--- config.mk ---
export PLATFORM = sky130hd
export DESIGN_NAME = ccd_line_scheduler
export DESIGN_NICKNAME = d
export VERILOG_FILES = /design/src/rtl/ccd_line_scheduler.sv
export SDC_FILE = /design/constraint.sdc
export NUM_CORES = 1
export LEC_CHECK = 0
export ABC_AREA = 1
export CORE_ASPECT_RATIO = 2
export CORE_MARGIN = 10
export CORE_UTILIZATION = 59
export DETAILED_ROUTE_END_ITERATION = 10
export PLACE_DENSITY = 0.82
export SYNTH_ARGS = -nofsm -noshare
export SYNTH_HDL_FRONTEND = slang
export SYNTH_SLANG_ARGS = --single-unit
--- constraint.sdc ---
create_clock -name sys_clk -period 2.8 [get_ports sys_clk]
set_input_delay 0.42 -clock sys_clk [delete_from_list [all_inputs] [get_ports sys_clk]]
set_output_delay 0.42 -clock sys_clk [all_outputs]
set_load 0.05 [all_outputs]
--- src/rtl/ccd_line_scheduler.sv ---
`timescale 1ns/1ps
// Purpose : CCD acquisition sequencer: AFE config handshake, periodic SH trigger, per-line sample framing.
// Latency : every output is registered; event pulses appear in the cycle after the edge that caused them.
// Backpressure: none; samp_valid is consumed every cycle, and the line period is never stretched.
module ccd_line_scheduler #(
  parameter int SAMP_NUM = 2048,
  parameter int PERIOD_W = 24,
  parameter int LINES_W  = 16
) (
  input  logic                sys_clk,
  input  logic                resetn,
  input  logic                run,
  input  logic [PERIOD_W-1:0] line_period,
  input  logic [LINES_W-1:0]  frame_lines,
  input  logic                cfg_req,
  input  logic                cfg_done,
  input  logic                samp_valid,
  output logic                cfg_start,
  output logic                sh_trig,
  output logic                line_open,
  output logic                line_done,
  output logic                frame_done,
  output logic [LINES_W-1:0]  line_cnt,
  output logic                err_overrun,
  output logic                busy
);

  localparam int SAMP_W = $clog2(SAMP_NUM + 1);
  localparam logic [SAMP_W-1:0]   SAMP_LAST  = SAMP_W'(SAMP_NUM - 1);
  localparam logic [PERIOD_W-1:0] PERIOD_MIN = PERIOD_W'(2);

  typedef enum logic [1:0] {IDLE, CFG, RUN, DRAIN} state_t;

  state_t              state, state_nxt;
  logic                cfg_pend, cfg_pend_nxt;
  logic [PERIOD_W-1:0] period_cnt, period_cnt_nxt;
  logic [PERIOD_W-1:0] period_q, period_q_nxt;
  logic [SAMP_W-1:0]   samp_cnt, samp_cnt_nxt;
  logic                line_open_nxt;
  logic [LINES_W-1:0]  line_cnt_nxt, line_cnt_inc;
  logic                err_nxt;
  logic                sh_nxt, cfg_start_nxt, line_done_nxt, frame_done_nxt;
  logic                last_line;
  logic [PERIOD_W-1:0] period_eff;
  logic                period_end;

  // Short periods are clamped so a line always spans at least two cycles.
  assign period_eff   = (line_period < PERIOD_MIN) ? PERIOD_MIN : line_period;
  assign period_end   = (period_cnt == (period_q - PERIOD_W'(1)));
  assign line_cnt_inc = line_cnt + LINES_W'(1);

  // Next-state and next-output logic; sample accounting is resolved before the
  // trigger so a final sample landing on a wrap closes the old line first.
  always_comb begin
    state_nxt      = state;
    cfg_pend_nxt   = cfg_pend | cfg_req;
    period_cnt_nxt = period_cnt;
    period_q_nxt   = period_q;
    samp_cnt_nxt   = samp_cnt;
    line_open_nxt  = line_open;
    line_cnt_nxt   = line_cnt;
    err_nxt        = err_overrun;
    sh_nxt         = 1'b0;
    cfg_start_nxt  = 1'b0;
    line_done_nxt  = 1'b0;
    frame_done_nxt = 1'b0;
    last_line      = 1'b0;

    if ((state == RUN || state == DRAIN) && samp_valid && line_open) begin
      if (samp_cnt == SAMP_LAST) begin
        line_done_nxt = 1'b1;
        line_cnt_nxt  = line_cnt_inc;
        line_open_nxt = 1'b0;
        samp_cnt_nxt  = '0;
        if (frame_lines != '0 && line_cnt_inc == frame_lines) begin
          frame_done_nxt = 1'b1;
          last_line      = 1'b1;
        end
      end else begin
        samp_cnt_nxt = samp_cnt + SAMP_W'(1);
      end
    end

    case (state)
      IDLE: begin
        if (cfg_pend) begin
          state_nxt     = CFG;
          cfg_start_nxt = 1'b1;
          cfg_pend_nxt  = cfg_req;
        end else if (run) begin
          state_nxt      = RUN;
          line_cnt_nxt   = '0;
          err_nxt        = 1'b0;
          period_cnt_nxt = '0;
          period_q_nxt   = period_eff;
          sh_nxt         = 1'b1;
          line_open_nxt  = 1'b1;
          samp_cnt_nxt   = '0;
        end
      end
      CFG: begin
        if (cfg_done) state_nxt = IDLE;
      end
      RUN: begin
        if (last_line) begin
          state_nxt      = IDLE;
          period_cnt_nxt = '0;
        end else if (period_end) begin
          period_cnt_nxt = '0;
          period_q_nxt   = period_eff;
          if (!run || cfg_pend) begin
            state_nxt = DRAIN;
          end else begin
            sh_nxt = 1'b1;
            if (line_open_nxt) err_nxt = 1'b1;
            line_open_nxt = 1'b1;
            samp_cnt_nxt  = '0;
          end
        end else begin
          period_cnt_nxt = period_cnt + PERIOD_W'(1);
        end
      end
      DRAIN: begin
        if (!line_open_nxt) begin
          state_nxt      = IDLE;
          period_cnt_nxt = '0;
        end else if (period_end) begin
          state_nxt      = IDLE;
          err_nxt        = 1'b1;
          line_open_nxt  = 1'b0;
          samp_cnt_nxt   = '0;
          period_cnt_nxt = '0;
        end else begin
          period_cnt_nxt = period_cnt + PERIOD_W'(1);
        end
      end
      default: state_nxt = IDLE;
    endcase
  end

  // State and registered outputs; reset forces a fresh AFE config pass.
  always_ff @(posedge sys_clk or negedge resetn) begin
    if (!resetn) begin
      state       <= IDLE;
      cfg_pend    <= 1'b1;
      period_cnt  <= '0;
      period_q    <= PERIOD_MIN;
      samp_cnt    <= '0;
      line_open   <= 1'b0;
      line_cnt    <= '0;
      err_overrun <= 1'b0;
      sh_trig     <= 1'b0;
      cfg_start   <= 1'b0;
      line_done   <= 1'b0;
      frame_done  <= 1'b0;
      busy        <= 1'b0;
    end else begin
      state       <= state_nxt;
      cfg_pend    <= cfg_pend_nxt;
      period_cnt  <= period_cnt_nxt;
      period_q    <= period_q_nxt;
      samp_cnt    <= samp_cnt_nxt;
      line_open   <= line_open_nxt;
      line_cnt    <= line_cnt_nxt;
      err_overrun <= err_nxt;
      sh_trig     <= sh_nxt;
      cfg_start   <= cfg_start_nxt;
      line_done   <= line_done_nxt;
      frame_done  <= frame_done_nxt;
      busy        <= (state_nxt != IDLE);
    end
  end

endmodule

==> flow_metrics.tcl, run 1 <==
set metrics [dict create \
    cts_buffers 9 \
    setup_viol 0 \
    clk_latency_ns 0.35 \
    clock_sinks 86 \
    hold_class "in -> async" \
    ios 69 \
    fin_ws_ns 0.1367 \
    dpl_cell_area_um2 7896 \
    slowest_delay_ns 0.41 \
    detail_route.wl_per_cell_um 16.83 \
    p_seq_frac 0.282 \
    yosysTopAreaCell "dfrtp_1" \
    h-tree-depth 3 \
    globalplace.congestion 1.041 \
    p_leak_nw 4.084 \
    power.switching_mw 3.117 \
    route.vias.total 7591 \
    cts_tree "done" \
    worst_slew_pin_slew_ns 0.6269 \
    fin_crit_sh 0.9512 \
    grt-ovfl-total 0 \
    drtIter0Drc 426 \
    die_w_um 96.64 \
    crit_buf_inv 2 \
    path_clk_slew_ns 0.07 \
    fp.dieArea_um2 16740 \
    period_needed_ns 2.663 \
    final_nets 1239 \
    comb_power_share 0.516 \
    vdd_drop_max_mv 0.5150 \
    power.internal_mw 3.254 \
    required_ns 3.04 \
    path_class "reg -> reg" \
    seq_area_frac_synth 0.3109 \
    synth-async-reset-ratio 1.000 \
    syn-num-nets 1146 \
    maxCapViolations 0 \
    synth_top_area_share 0.3033 \
    r2r_start "period_q[0]" \
    worst_setup_path_start_kind "register" \
    fp.dieH_um 173.3 \
    critical_path.top_delay_family "simple AND/OR/NAND/NOR gates" \
    critPathMaxFanout 10 \
    hold_viol 0 \
    insertedDiodeCount 0 \
    dp_slack_ns 0.04170 \
    crit_slowest_cell "dfrtp_1" \
    cts-root-buf "clkbuf_16" \
    port_buffers 68 \
    relSlewSlack 0.5821 \
    clockPowerShare 0.202 \
    clock.fmax_mhz 375.5 \
    grt_pass1_wl_mm 35.71 \
    area.growth.synth_to_final_pct 19.53 \
    fin_setup_tns_ns 0 \
    firstDrtPassIters 5 \
    drt_wl_total_mm 22.54 \
    synth_area_per_cell_um2 6.323 \
    ant_nets 0 \
    met3_usage 0.04351 \
    synth_flop_cell "dfrtp_1" \
    ys_warn_count 0 \
    core-area_um2 11630 \
    synth_area_um2 6930 \
    synth-edff-count 0 \
    status "complete, no violations" \
    final_max_slew_viol_count 0 \
    yosys-top-cells-area "dfrtp_1 (30%), nand2_1 (18%), nand3_1 (9.3%)" \
    synth_cell_types 36 \
    use_met1 0.2269 \
    cts.path.max_buffers 2 \
    p_per_area_nw_per_um2 769.0 \
    grt_pass1_vias 7666 \
    skew_ns 0.008665 \
    grt_antenna_before_repair 0 \
    crit_path_start "period_q[0]" \
    drc 0 \
    grt_max_degree 48 \
    busiest_layer "met2" \
    grt_usage 0.2575 \
    synthCells 1096 \
    synth-seq-cells 86 \
    rows 56 \
    fillers 1020 \
    grtUsageMet2 0.5008 \
    cp_common_cell "nand2_1" \
    start_util 0.5958 \
    cp-end-kind "register" \
    via_per_inst 5.669 \
    postLayoutCellArea_um2 8284 \
    crit_arrival_ns 2.90 \
    dp_hpwl_mm 17.65 \
    cp_cell_sequence "inv_1 -> ha_4 -> nand2_2 -> nor2_4 -> buf_4 -> nand2_1 -> nand2_1 -> nand4_1 -> nor2_1 -> nand3_1 -> nand2_1 -> nand2_4 -> nand2_4 -> o21bai_2" \
    p_sw_frac 0.4892 \
    drive_above_1_share 0.08208 \
]
==> path summary, 6_finish.rpt <==
| check | to | slack (ns) | cells after the start |
|---|---|---|---|
| worst max-delay path | period_cnt[19] | 0.14 | 14 |
| worst min-delay path | period_q[0] | 0.09 | 1 |
| worst max register to register | period_cnt[19] | 0.14 | 14 |
| worst min register to register | cfg_pend | 0.50 | 2 |
| max in group asynchronous | cfg_pend | 1.99 | 2 |
| min in group sys_clk | cfg_pend | 0.50 | 2 |
==> metrics by stage <==
stage | instances | power [mW] | hold slack (ns) | util
floorplan | 1096 | 3.980 | 0.1244 | -
global placement | 1319 | 4.864 | 0.4675 | 0.6789
detailed placement | 1319 | 4.922 | 0.4779 | 0.6789
CTS | 1335 | 6.222 | 0.1068 | 0.7054
global route | 1339 | 6.786 | 0.1273 | 0.7122
finish | 1339 | 6.370 | 0.08728 | 0.7122
==> per-layer routing <==
layer,part of all wire,vias to the layer above
li1,-,3688
met1,0.34,3499
met2,0.55,292
met3,0.042,112
met4,0.070,0
met5,0,-
==> cell families (layout without fill, tap and decap cells) <==
logic type / count (synthesis) / count (layout) / share of synthesized area
simple gates: 695 / 696 / 0.4407
xor+xnor: 42 / 42 / 0.05308
fa+ha+maj: 4 / 4 / 0.007222
flops: 86 / 86 / 0.3109
compound gates: 103 / 103 / 0.08919
buf+inv: 166 / 263 / 0.09893
==> cell usage in the layout (no fill, tap or decap), types with 3 or more instances in the layout <==
cell type / n
nand2_1: 325
inv_1: 146
nor2_1: 146
nand3_1: 129
dfrtp_1: 84
clkdlybuf4s50_1: 67
o21ai_0: 42
nand4_1: 39
a21oi_1: 32
buf_4: 30
xor2_1: 29
xnor2_1: 13
o21bai_1: 12
nor2_2: 11
nor3_1: 11
o21bai_2: 10
clkbuf_16: 9
nand2_2: 7
nand3b_1: 6
nor2_4: 5
or2_2: 4
nand2_4: 3
nand2_8: 3
nor4_1: 3
inv_6: 3
ha_1: 3
==> synth_stat cells (10+ instances only) <==
cell / n
o21bai_1: 12
inv_1: 146
nand3_1: 129
o21bai_2: 10
nor3_1: 13
xnor2_1: 13
nand2_1: 327
nor2_2: 10
xor2_1: 29
dfrtp_1: 84
nor2_1: 147
a21oi_1: 32
o21ai_0: 43
nand4_1: 39
==> flip-flops by register name (all words and copies together) (netlist names) <==
signal	count
busy	1
cfg_pend	1
cfg_start	1
err_overrun	1
frame_done	1
line_cnt	16
line_done	1
line_open	1
period_cnt	24
period_q	24
samp_cnt	12
sh_trig	1
state	2
==> cell type report <==
type / instances / area [um^2] / share of cell area
Inverter: 147 / 556.8 / 0.06721
Timing Repair Buffer: 100 / 938.4 / 0.1133
Tap cell: 145 / 181.4 / 0.02190
Clock inverter: 6 / 68.82 / 0.008307
Multi-Input combinational cell: 845 / 4145 / 0.5004
Sequential cell: 86 / 2155 / 0.2601
Clock buffer: 10 / 239.0 / 0.02885
==> power groups by stage <==
| stage | registers [mW] | logic, mW | clock network, mW |
|---|---|---|---|
| after floorplan | 1.81 | 2.17 | 0 |
| after global placement | 1.81 | 3.06 | 0 |
| after detailed placement | 1.80 | 3.12 | 0 |
| after CTS | 1.79 | 3.15 | 1.29 |
| after global routing | 1.83 | 3.62 | 1.34 |
| final | 1.80 | 3.29 | 1.28 |
==> what timing repair did <==
item	in CTS	in global routing
pin swaps	1	3
gates resized for setup	0	11
hold buffers	0	0
cloned	0	1
buffers inserted	0	3
endpoints found under the setup margin	1	63
Note: power is estimated with default switching activity, not from simulation.
==> run 2, diff against run 1 <==
--- a/config.mk
+++ b/config.mk
@@ -14,3 +14,4 @@
 export SYNTH_ARGS = -nofsm -noshare
 export SYNTH_HDL_FRONTEND = slang
 export SYNTH_SLANG_ARGS = --single-unit
+export TNS_END_PERCENT = 10
==> run 2 against run 1 <==
Utilization is 0.097 points lower. Non-clock buffer count stayed put. Count of clock-buffer cells in the layout stayed put. Worst setup slack better by 0.022 ns. Clock skew is 0.00056 ns lower. Combinational power hardly changed. Clock power hardly changed. Register-to-register slack better by 0.02 ns. Die area stayed put. Design area is 0.14% lower. First-iteration DRC count is 5.9% lower. Maximum frequency is 0.85% higher. Critical endpoint is now period_q[12]. Largest cell class unchanged.
==> flow_metrics.tcl, run 2 (synthesized netlist as in run 1, its figures left out) <==
set metrics [dict create \
    status "complete, no violations" \
    port_buffers 68 \
    layout_common_cells "nand2_1 (325), inv_1 (146), nor2_1 (146), nand3_1 (129), dfrtp_1 (84)" \
    critical_path.top_delay_family "simple AND/OR/NAND/NOR gates" \
    fp.dieArea_um2 16740 \
    multi_input_area_um2 4134 \
    clock_sinks 86 \
    path_class "reg -> reg" \
    detail_route.wl_per_cell_um 16.71 \
    hold_class "in -> async" \
    drtIter0Drc 401 \
    slowest_delay_ns 0.42 \
    grt_usage 0.2575 \
    relSlewSlack 0.5806 \
    globalplace.congestion 1.041 \
    cp_cell_sequence "ha_1 -> nand2_1 -> nor2_1 -> buf_4 -> nand2_1 -> nand2_1 -> nand2_1 -> nand2_1 -> nand2_1 -> nor2_1 -> nand3_1 -> nor2_1 -> nand2_1 -> nand2_2 -> nand2_2 -> buf_4 -> nand3_1 -> nand2_1" \
    crit_path_start "line_cnt[1]" \
    skew_ns 0.008105 \
    vdd_drop_max_mv 0.5090 \
    route.vias.total 7561 \
    core-area_um2 11630 \
    worst_slew_pin_slew_ns 0.6292 \
    fp.dieH_um 173.3 \
    ctsHoldBuffers 0 \
    dp_hpwl_mm 17.65 \
    h-tree-depth 3 \
    hold_viol 0 \
    die_w_um 96.64 \
    grt_antenna_before_repair 0 \
    area.growth.synth_to_final_pct 19.37 \
    cts.path.max_buffers 2 \
    crit_arrival_ns 2.89 \
    drive_above_1_share 0.08131 \
    crit_slowest_cell "dfrtp_1" \
    worst_setup_path_start_kind "register" \
    fillers 1022 \
    required_ns 3.05 \
    cts_buffers 9 \
    maxCapViolations 0 \
    cp-end-kind "register" \
    crit_buf_inv 2 \
    power.switching_mw 3.093 \
    grt-ovfl-total 0 \
    clk_latency_ns 0.35 \
    grt_max_degree 48 \
    comb_power_share 0.514 \
    clockPowerShare 0.203 \
    fin_crit_sh 0.9432 \
    r2r_start "line_cnt[1]" \
    cts-root-buf "clkbuf_16" \
    power.internal_mw 3.251 \
    start_util 0.5958 \
    cts_tree "done" \
    top_regs "period_cnt x24, period_q x24, line_cnt x16" \
    via_per_inst 5.651 \
    grt_pass1_vias 7666 \
    final_common_cell "nand2_1" \
    critPathMaxFanout 13 \
    insertedDiodeCount 0 \
    p_seq_frac 0.283 \
    ios 69 \
    cp_common_cell "nand2_1" \
    period_needed_ns 2.641 \
    ant_nets 0 \
    p_leak_nw 4.071 \
    ff_latch_area_um2 2155 \
    p_sw_frac 0.4876 \
    firstDrtPassIters 5 \
    final_max_slew_viol_count 0 \
    final_util 0.7113 \
    drt_wl_total_mm 22.36 \
    clock.fmax_mhz 378.7 \
    total_power_mw 6.344 \
    p_per_area_nw_per_um2 766.8 \
    final_nets 1238 \
    setup_viol 0 \
    drc 0 \
    grt_pass1_wl_mm 35.71 \
    rows 56 \
    path_clk_slew_ns 0.07 \
]
## run 2: final cells by class
class                           instances  share of cell area
Clock buffer                           10             0.02889
Timing Repair Buffer                  100              0.1134
Clock inverter                          6            0.008318
Multi-Input combinational cell        844              0.4997
Inverter                              147             0.06730
Tap cell                              145             0.02193
Sequential cell                        86              0.2604
## run 2: per-layer routing
layer  GRT usage  vias to the layer above  wire (um)
li1            -                     3685          -
met1      0.2269                     3489       7502
met2      0.5008                      287      12390
met3     0.04351                      100        999
met4      0.1817                        0       1459
met5           0                        -          0
## run 2: final timing paths
path | end | depth (start not counted) | slack, ns
setup / recovery | period_q[12] | 18 | 0.16
hold / removal | period_q[0] | 1 | 0.08
setup reg to reg | period_q[12] | 18 | 0.16
hold reg to reg | period_q[1] | 2 | 0.50
max in group asynchronous | cfg_pend | 2 | 1.99
min in group sys_clk | period_q[1] | 2 | 0.50
## run 2: worst reg2reg max path: cells and delay by family, from the launching register on
family	cells	cell delay [ns]
adders and majority gates	1	0.25
buffers and inverters	2	0.43
DFF	1	0.42
and+or+nand+nor	15	1.43
## run 2: stage by stage
stage | cells | worst slack (ns) | area, um^2 | hold WS, ns | setup TNS [ns]
2_1_floorplan | 1096 | 0.1394 | 6930 | 0.1244 | 0
3_3_place_gp | 1319 | 0.07424 | 7896 | 0.4675 | 0
3_5_place_dp | 1319 | 0.04170 | 7896 | 0.4779 | 0
4_1_cts | 1335 | 0.02148 | 8204 | 0.1068 | 0
5_1_grt | 1338 | -0.02194 | 8273 | 0.1273 | -0.06667
6_report | 1338 | 0.1592 | 8273 | 0.08098 | 0
## run 2: power by group through the flow
stage	logic [mW]	registers, mW	clock network [mW]
2_1_floorplan	2.17	1.81	0
3_3_place_gp	3.06	1.81	0
3_5_place_dp	3.12	1.80	0
4_1_cts	3.15	1.79	1.29
5_1_grt	3.60	1.83	1.34
6_report	3.26	1.80	1.29
## run 2: repair_timing
| action | in CTS | in global routing |
|---|---|---|
| setup buffers | 0 | 3 |
| gates resized for setup | 0 | 11 |
| setup endpoints to repair | 1 | 63 |
| pin swaps | 1 | 2 |
==> run 3, diff against run 2 <==
--- a/config.mk
+++ b/config.mk
@@ -7,7 +7,6 @@
 export LEC_CHECK = 0
 export ABC_AREA = 1
 export CORE_ASPECT_RATIO = 2
-export CORE_MARGIN = 10
 export CORE_UTILIZATION = 59
 export DETAILED_ROUTE_END_ITERATION = 10
 export PLACE_DENSITY = 0.82
==> run 3 against run 2 <==
Power shrank 0.49%. Sequential power is essentially flat. Sequential share of layout area shrank 0.086 points. Register-to-register slack is essentially flat. Combinational power is essentially flat. Clock skew is essentially flat. Critical path type unchanged.
==> flow_metrics.tcl, run 3 (synthesized netlist as in run 1, its figures left out) <==
set metrics [dict create \
    die_w_um 78.64 \
    fin_crit_sh 0.9400 \
    clockPowerShare 0.200 \
    period_needed_ns 2.632 \
    fillers 964 \
    drive_above_1_share 0.08466 \
    insertedDiodeCount 0 \
    detail_route.wl_per_cell_um 16.05 \
    hold_class "in -> async" \
    dp_hpwl_mm 16.42 \
    start_util 0.6104 \
    drc 0 \
    firstDrtPassIters 9 \
    p_leak_nw 4.062 \
    power.internal_mw 3.240 \
    final_util 0.7310 \
    dpl_cell_area_um2 7898 \
    total_power_mw 6.313 \
    globalplace.congestion 0.9953 \
    fp.dieH_um 155.3 \
    required_ns 3.03 \
    clock_sinks 86 \
    worst_slew_pin_slew_ns 0.6000 \
    area.growth.synth_to_final_pct 19.77 \
    ant_nets 0 \
    p_sw_frac 0.4867 \
    hold_viol 0 \
    top_regs "period_cnt x24, period_q x24, line_cnt x16" \
    status "complete, no violations" \
    cp-end-kind "register" \
    path_class "reg -> reg" \
    p_seq_frac 0.283 \
    final_nets 1238 \
    multi_input_area_um2 4174 \
    cts-root-buf "clkbuf_16" \
    drt_wl_total_mm 21.42 \
    maxCapViolations 0 \
    relSlewSlack 0.5985 \
    grt_antenna_before_repair 0 \
    core-area_um2 11350 \
    ctsHoldBuffers 0 \
    critical_path.top_delay_family "simple AND/OR/NAND/NOR gates" \
    worst_setup_path_start_kind "register" \
    final_max_slew_viol_count 0 \
    crit_slowest_cell "dfrtp_1" \
    cts.path.max_buffers 2 \
    crit_buf_inv 0 \
    grt_pass1_wl_mm 34.02 \
    rows 55 \
    drtIter0Drc 469 \
    grt_usage 0.3604 \
    skew_ns 0.008280 \
    port_buffers 68 \
    fp.dieArea_um2 12210 \
    grt-ovfl-total 0 \
    p_per_area_nw_per_um2 760.5 \
    final_common_cell "nand2_1" \
    h-tree-depth 3 \
    setup_viol 0 \
    comb_power_share 0.517 \
    postLayoutCellArea_um2 8300 \
    clock.fmax_mhz 379.9 \
    cts_tree "done" \
    crit_arrival_ns 2.86 \
    via_per_inst 5.692 \
    reg2reg_slack_ns 0.17 \
    ff_latch_area_um2 2155 \
    cp_cell_sequence "nor2_1 -> nand2_1 -> nor2_2 -> nand2_2 -> nand2_1 -> nand2_1 -> a21oi_1 -> nand2_1 -> nor2_1 -> nand3_1 -> nand2_2 -> nand2_8 -> nor2_1 -> nand3_1" \
    slowest_delay_ns 0.45 \
    critPathMaxFanout 10 \
    cp_common_cell "nand2_1" \
    clk_latency_ns 0.35 \
    grt_pass1_vias 7617 \
    cts_buffers 9 \
    vdd_drop_max_mv 0.4547 \
    layout_common_cells "nand2_1 (326), inv_1 (145), nor2_1 (141), nand3_1 (129), dfrtp_1 (84)" \
    grt_max_degree 87 \
    ios 69 \
    path_clk_slew_ns 0.07 \
    route.vias.total 7599 \
    power.switching_mw 3.073 \
]
-- run 3: changes by cell type in the layout (fill, tap and decap cells not counted), sizes merged --
| cell | before | now |
|---|---|---|
| buf | 33 | 31 |
| inv | 149 | 148 |
| clkinvlp | 1 | 2 |
| nor2 | 162 | 163 |
| nand2 | 337 | 338 |
-- run 3: power groups by stage --
stage	logic (mW)	clock network (mW)	registers (mW)
final	3.26	1.26	1.79
after global routing	3.61	1.32	1.82
after CTS	3.10	1.27	1.78
after detailed placement	3.07	0	1.80
after global placement	3.04	0	1.79
after floorplan	2.17	0	1.81
-- run 3: layer usage --
| metal | GRT usage | wire length (um) | up-vias |
|---|---|---|---|
| li1 | - | - | 3700 |
| met1 | 0.3287 | 7257 | 3476 |
| met2 | 0.6952 | 11850 | 301 |
| met3 | 0.04340 | 867 | 122 |
| met4 | 0.2716 | 1444 | 0 |
| met5 | 0 | 0 | - |
-- run 3: path summary, 6_finish.rpt --
kind / from / endpoint / cells past startpoint
min in group sys_clk: period_q[1] / period_q[1] / 2
hold / removal: resetn / line_cnt[3] / 2
setup / recovery: period_q[9] / busy / 14
setup reg to reg: period_q[9] / busy / 14
max in group asynchronous: resetn / period_q[1] / 2
hold reg to reg: period_q[1] / period_q[1] / 2
-- run 3: worst register-to-register path, stage by stage (launching register included) --
cell	delay [ns]
dfrtp_1	0.45
nor2_1	0.20
nand2_1	0.13
nor2_2	0.22
nand2_2	0.12
nand2_1	0.09
nand2_1	0.15
a21oi_1	0.15
nand2_1	0.06
nor2_1	0.24
nand3_1	0.19
nand2_2	0.17
nand2_8	0.12
nor2_1	0.15
nand3_1	0.09
-- run 3: final cells by class --
type                       instances  area share
timing repair buffer              98      0.1118
inverter                         147     0.06708
clock buffer                      10     0.02879
multi-input combinational        846      0.5029
clock inverter                     6    0.008441
sequential                        86      0.2596
tap                              142     0.02140
-- run 3: metrics by stage --
stage               worst slack [ns]  hold slack [ns]  TNS [ns]  cells
floorplan                     0.1394           0.1244         0   1096
global placement             0.09253           0.4717         0   1315
detailed placement            0.1014           0.4683         0   1315
CTS                          0.02412           0.1298         0   1331
global route                -0.01751           0.1284  -0.01989   1335
finish                        0.1680          0.08031         0   1335
-- run 3: repair_timing --
action / 4_1_cts / 5_1_grt
gates resized for setup: 0 / 15
setup buffers: 0 / 2
endpoints found under the hold margin: 0 / 0
setup endpoints to repair: 0 / 60
